--- src/rtl/dff_share_arbiter.sv ---
// Round-robin arbiter that shares one WIDTH-bit capture register between N_REQ requesters.
// Each transaction grants for one cycle, captures the winner's slice, then holds it for HOLD_CYCLES.
module dff_share_arbiter #(
    parameter int N_REQ       = 4,
    parameter int WIDTH       = 8,
    parameter int HOLD_CYCLES = 2
) (
    input  logic                       i_clk,
    input  logic                       i_rst,
    input  logic [N_REQ-1:0]           i_req,
    input  logic [N_REQ*WIDTH-1:0]     i_din,
    output logic [N_REQ-1:0]           o_gnt,
    output logic [WIDTH-1:0]           o_q,
    output logic                       o_q_valid,
    output logic [$clog2(N_REQ)-1:0]   o_q_owner
);

    localparam int OWN_W = $clog2(N_REQ);
    localparam int CNT_W = (HOLD_CYCLES > 1) ? $clog2(HOLD_CYCLES) : 1;
    localparam logic [OWN_W-1:0] LAST_IDX = OWN_W'(N_REQ - 1);
    localparam logic [CNT_W-1:0] CNT_LOAD = CNT_W'(HOLD_CYCLES - 1);

    typedef enum logic [1:0] {
        S_IDLE = 2'd0,
        S_CAPT = 2'd1,
        S_HOLD = 2'd2
    } state_t;

    state_t             r_state;
    logic [N_REQ-1:0]   r_gnt;
    logic [WIDTH-1:0]   r_q;
    logic               r_q_valid;
    logic [OWN_W-1:0]   r_q_owner;
    logic [CNT_W-1:0]   r_cnt;
    logic [OWN_W-1:0]   r_last;
    logic [OWN_W-1:0]   r_win;

    state_t             w_state_nxt;
    logic [N_REQ-1:0]   w_gnt_nxt;
    logic [WIDTH-1:0]   w_q_nxt;
    logic               w_q_valid_nxt;
    logic [OWN_W-1:0]   w_q_owner_nxt;
    logic [CNT_W-1:0]   w_cnt_nxt;
    logic [OWN_W-1:0]   w_last_nxt;
    logic [OWN_W-1:0]   w_win_nxt;

    logic [OWN_W-1:0]   w_idx;
    logic [OWN_W-1:0]   w_rr_win;
    logic               w_rr_found;

    // Walk upward from the slot after the last owner, wrapping, and keep the first active request.
    always_comb begin
        w_idx      = r_last;
        w_rr_win   = '0;
        w_rr_found = 1'b0;
        for (int k = 0; k < N_REQ; k++) begin
            w_idx = (w_idx == LAST_IDX) ? '0 : w_idx + OWN_W'(1);
            if (!w_rr_found && i_req[w_idx]) begin
                w_rr_found = 1'b1;
                w_rr_win   = w_idx;
            end
        end
    end

    always_comb begin
        w_state_nxt   = r_state;
        w_gnt_nxt     = '0;
        w_q_nxt       = r_q;
        w_q_valid_nxt = r_q_valid;
        w_q_owner_nxt = r_q_owner;
        w_cnt_nxt     = r_cnt;
        w_last_nxt    = r_last;
        w_win_nxt     = r_win;
        unique case (r_state)
            S_IDLE: begin
                if (w_rr_found) begin
                    w_gnt_nxt   = {{(N_REQ-1){1'b0}}, 1'b1} << w_rr_win;
                    w_win_nxt   = w_rr_win;
                    w_state_nxt = S_CAPT;
                end
            end
            // DIN is taken here, not at arbitration, so the winner may update it during its grant.
            S_CAPT: begin
                w_q_nxt       = i_din[r_win*WIDTH +: WIDTH];
                w_q_owner_nxt = r_win;
                w_last_nxt    = r_win;
                w_q_valid_nxt = 1'b1;
                w_cnt_nxt     = CNT_LOAD;
                w_state_nxt   = S_HOLD;
            end
            S_HOLD: begin
                if (r_cnt == '0) begin
                    w_q_valid_nxt = 1'b0;
                    w_state_nxt   = S_IDLE;
                end else begin
                    w_cnt_nxt = r_cnt - CNT_W'(1);
                end
            end
            default: begin
                w_state_nxt = S_IDLE;
            end
        endcase
    end

    // Reset leaves the pointer on the top slot so requester 0 wins first.
    always_ff @(posedge i_clk or posedge i_rst) begin
        if (i_rst) begin
            r_state   <= S_IDLE;
            r_gnt     <= '0;
            r_q       <= '0;
            r_q_valid <= 1'b0;
            r_q_owner <= '0;
            r_cnt     <= '0;
            r_last    <= LAST_IDX;
            r_win     <= '0;
        end else begin
            r_state   <= w_state_nxt;
            r_gnt     <= w_gnt_nxt;
            r_q       <= w_q_nxt;
            r_q_valid <= w_q_valid_nxt;
            r_q_owner <= w_q_owner_nxt;
            r_cnt     <= w_cnt_nxt;
            r_last    <= w_last_nxt;
            r_win     <= w_win_nxt;
        end
    end

    assign o_gnt     = r_gnt;
    assign o_q       = r_q;
    assign o_q_valid = r_q_valid;
    assign o_q_owner = r_q_owner;

endmodule

--- config.mk ---
export PLATFORM = sky130hd
export DESIGN_NAME = dff_share_arbiter
export DESIGN_NICKNAME = d
export VERILOG_FILES = /design/src/rtl/dff_share_arbiter.sv
export SDC_FILE = /design/constraint.sdc
export NUM_CORES = 1
export LEC_CHECK = 0
export CAP_MARGIN = 20
export CELL_PAD_IN_SITES_DETAIL_PLACEMENT = 1
export CELL_PAD_IN_SITES_GLOBAL_PLACEMENT = 2
export CORE_UTILIZATION = 28
export CTS_BUF_LIST = sky130_fd_sc_hd__clkbuf_4 sky130_fd_sc_hd__clkbuf_8
export DETAILED_ROUTE_END_ITERATION = 6
export GPL_ROUTABILITY_DRIVEN = 0
export PLACE_DENSITY = 0.89
export SLEW_MARGIN = 30
export SYNTH_ARGS = -nofsm -noshare
export SYNTH_HDL_FRONTEND = slang
export SYNTH_SLANG_ARGS = --single-unit
--- constraint.sdc ---
create_clock -name i_clk -period 2.8 [get_ports i_clk]
set_input_delay 0.28 -clock i_clk [delete_from_list [all_inputs] [get_ports i_clk]]
set_output_delay 0.28 -clock i_clk [all_outputs]
set_load 0.02 [all_outputs]
==> out/results.ini <==
[outcome]
outcome = completed

[worst_setup_path]
cp.depth = 5
crit_type = reg2reg
reg2regPathDepth = 5
arrival_ns = 2.10
max_stage_delay_ns = 0.59
cp_cell_sequence = ha_1 -> o31ai_1 -> a21oi_1 -> a211o_1 -> o21ai_0
path_buf_inv = 0
slowest_stage = dfstp_2
cp_data_required_time_ns = 2.98
path_max_fanout = 7
start_kind = flip-flop
crit_family = compound AO/OA/AOI/OAI gates
cp-end-kind = flip-flop

[logic_synthesis]
synth_nets = 140
ys_ff_latch = 22
synth_cell_type_count = 25
ys_seq_area_share_pct = 47.3
avgSynthCellArea_um2 = 11.9
synth_flop_cell = dfrtp_1
synth_cells = 98
synth_area_um2 = 1170
async_reset_ff_share_pct = 100
yosys_warnings = 0
synth_edf_count = 0

[clock_tree]
cts_setup_buffers = 0
htree_num_levels = 1
cts_buffer_depth = 2
clk_pin_slew_worst_paths_ns = 0.08
tritoncts = done
clock_latency_ns = 0.26
numCtsBuffers = 3
cts.hold.buffers_added = 0
cts_root_buffer = clkbuf_8
clock_sinks = 22
cts_resized = 0

[layout]
final_nets = 192
antennaDiodeCount = 0
regArea_um2 = 553
multiInputGateArea_um2 = 554
postLayoutCellArea_um2 = 1800
layout-drive-gt1-share_pct = 16.1
area_growth_pct = 54.0
fillCellCount = 439

[place]
place_area_um2 = 1730
dpl.hpwl_mm = 2.31
port_buffers = 52

[floorplan]
core_area_um2 = 4000
start_util_pct = 29.2
rows = 23
die_area_um2 = 4440
die_x_um = 66.6
die_y_um = 66.6
ios = 53

[timing]
fmax_ghz = 0.523
rsz0062_at_grt = false
min_period_over_period_pct = 68.3
max_slew_margin_pct = 43.6
finClkSkew_ns = 0.00620
setup_violations = 0
max_slew.worst_pin.slew_ns = 0.844
period_needed_ns = 1.91
finalHoldViolCount = 0
final_max_slew_viol_count = 0
tns_ns = 0

[power_and_ir_drop]
vdd_drop_max_uv = 396
p_int_mw = 1.17
power_density_nw_per_um2 = 1020
comb_power_share_pct = 51.1
pwr-share-clk_pct = 16.0
switching_share_pct = 36.1
power.switching_mw = 0.660
power_frac_seq_pct = 32.9
leakagePower_nw = 0.750

[global_route]
grt_pass1_vias = 1062
overflow = 0
antenna_found_initial = 0
top_usage_layer = met2
grt_use_met3_pct = 2.74
grt_use_total_pct = 14.6
grtUsageMet1_pct = 15.2
gr-usage-met2_pct = 27.8
grt_pass1_wl_mm = 4.74
grt_max_degree = 23

[detailed_routing]
ant_nets = 0
wl_per_cell_um = 14.6
viasPerCell = 4.92
drc = 0
first_pass_iters = 4
drt_iter0_markers = 22
wl_mm = 2.91
routed-via-count = 979

[flow_run]
drv_cap = 0

[min_path]
hold_class = in2async

-- stage by stage --
| step | hold slack [ns] | power, mW | setup WS [ns] | instances | util [%] |
|---|---|---|---|---|---|
| 2_1_floorplan | 0.268 | 1.20 | 1.11 | 98 | - |
| 3_3_place_gp | 0.468 | 1.52 | 0.905 | 195 | 43.2 |
| 3_5_place_dp | 0.493 | 1.57 | 0.837 | 195 | 43.2 |
| 4_1_cts | 0.504 | 1.86 | 0.876 | 199 | 45.0 |
| 5_1_grt | 0.513 | 1.97 | 0.745 | 199 | 45.0 |
| 6_report | 0.485 | 1.83 | 0.887 | 199 | 45.0 |
-- kinds of logic (layout without fill, tap and decap cells) --
family | Yosys count | after routing | share of synthesized area, %
AO/OA/AOI/OAI | 19 | 19 | 10.1
adder cells (fa/ha/maj) | 4 | 4 | 4.28
buffers and inverters | 15 | 66 | 5.25
flip-flops | 22 | 22 | 47.3
multiplexers | 19 | 19 | 25.8
AND/OR/NAND/NOR | 19 | 19 | 7.28
-- cell usage after synthesis, types with 2 or more instances --
cell type / instances / share of area, %
mux4_2: 8 / 15
mux2i_1: 2 / 1.7
mux2_2: 8 / 7.7
dfrtp_1: 20 / 43
nand2_1: 9 / 2.9
o21ai_0: 7 / 3.0
ha_1: 4 / 4.3
nor2_1: 7 / 2.2
dfstp_2: 2 / 4.5
a21oi_1: 4 / 1.7
clkbuf_1: 3 / 0.96
o31ai_1: 2 / 1.3
inv_1: 10 / 3.2
-- layout make-up --
class	instances	area share, %
Multi-Input combinational cell	61	30.8
Timing Repair Buffer	52	28.9
Inverter	10	2.09
Tap cell	50	3.48
Clock buffer	3	2.29
Sequential cell	22	30.7
Clock inverter	1	1.67
-- layout by cell type, fill, tap and decap left out --
master	Yosys	final
bufinv_16	0	1
ha_1	4	4
o311ai_0	1	1
inv_1	10	10
clkdlybuf4s50_1	0	52
nor3b_1	1	1
mux4_2	8	8
o21ai_2	1	1
o21ai_0	7	7
dfstp_2	2	2
nor4_1	1	1
dfrtp_1	20	20
a211oi_1	1	1
a211o_1	1	1
mux2i_1	2	2
o31ai_1	2	2
mux2_1	1	1
clkbuf_8	0	3
or4_4	1	1
nand2_1	9	9
nor2_1	7	7
mux2_2	8	8
a21oi_1	4	4
a21o_1	1	1
o22ai_1	1	1
-- final timing paths --
check | slack (ns) | from | end
worst min-delay path | 0.48 | i_rst | o_q[5]
min in group i_clk | 0.49 | r_last[1] | r_last[1]
max in group asynchronous | 1.79 | i_rst | o_gnt[2]
worst min register to register | 0.49 | r_last[1] | r_last[1]
worst max register to register | 0.89 | r_last[0] | r_win[0]
worst max-delay path | 0.89 | r_last[0] | r_win[0]
-- sequential cells by signal (all words and copies together) (netlist names) --
name       count
o_q_owner      2
r_last         2
r_state        2
o_q_valid      1
o_q            8
o_gnt          4
r_win          2
r_cnt          1
-- power by group through the flow --
stage | clock, mW | sequential (mW) | combinational, mW
2_1_floorplan | 0 | 0.662 | 0.536
3_3_place_gp | 0 | 0.609 | 0.913
3_5_place_dp | 0 | 0.618 | 0.949
4_1_cts | 0.301 | 0.609 | 0.950
5_1_grt | 0.313 | 0.635 | 1.02
6_report | 0.292 | 0.602 | 0.934
-- per-layer routing --
metal	share of wire, %	routed length [um]
met3	4.9	141
met2	54	1560
met1	39	1150
met4	1.9	54
met5	0	0
Power figures use the tool's default switching activity.
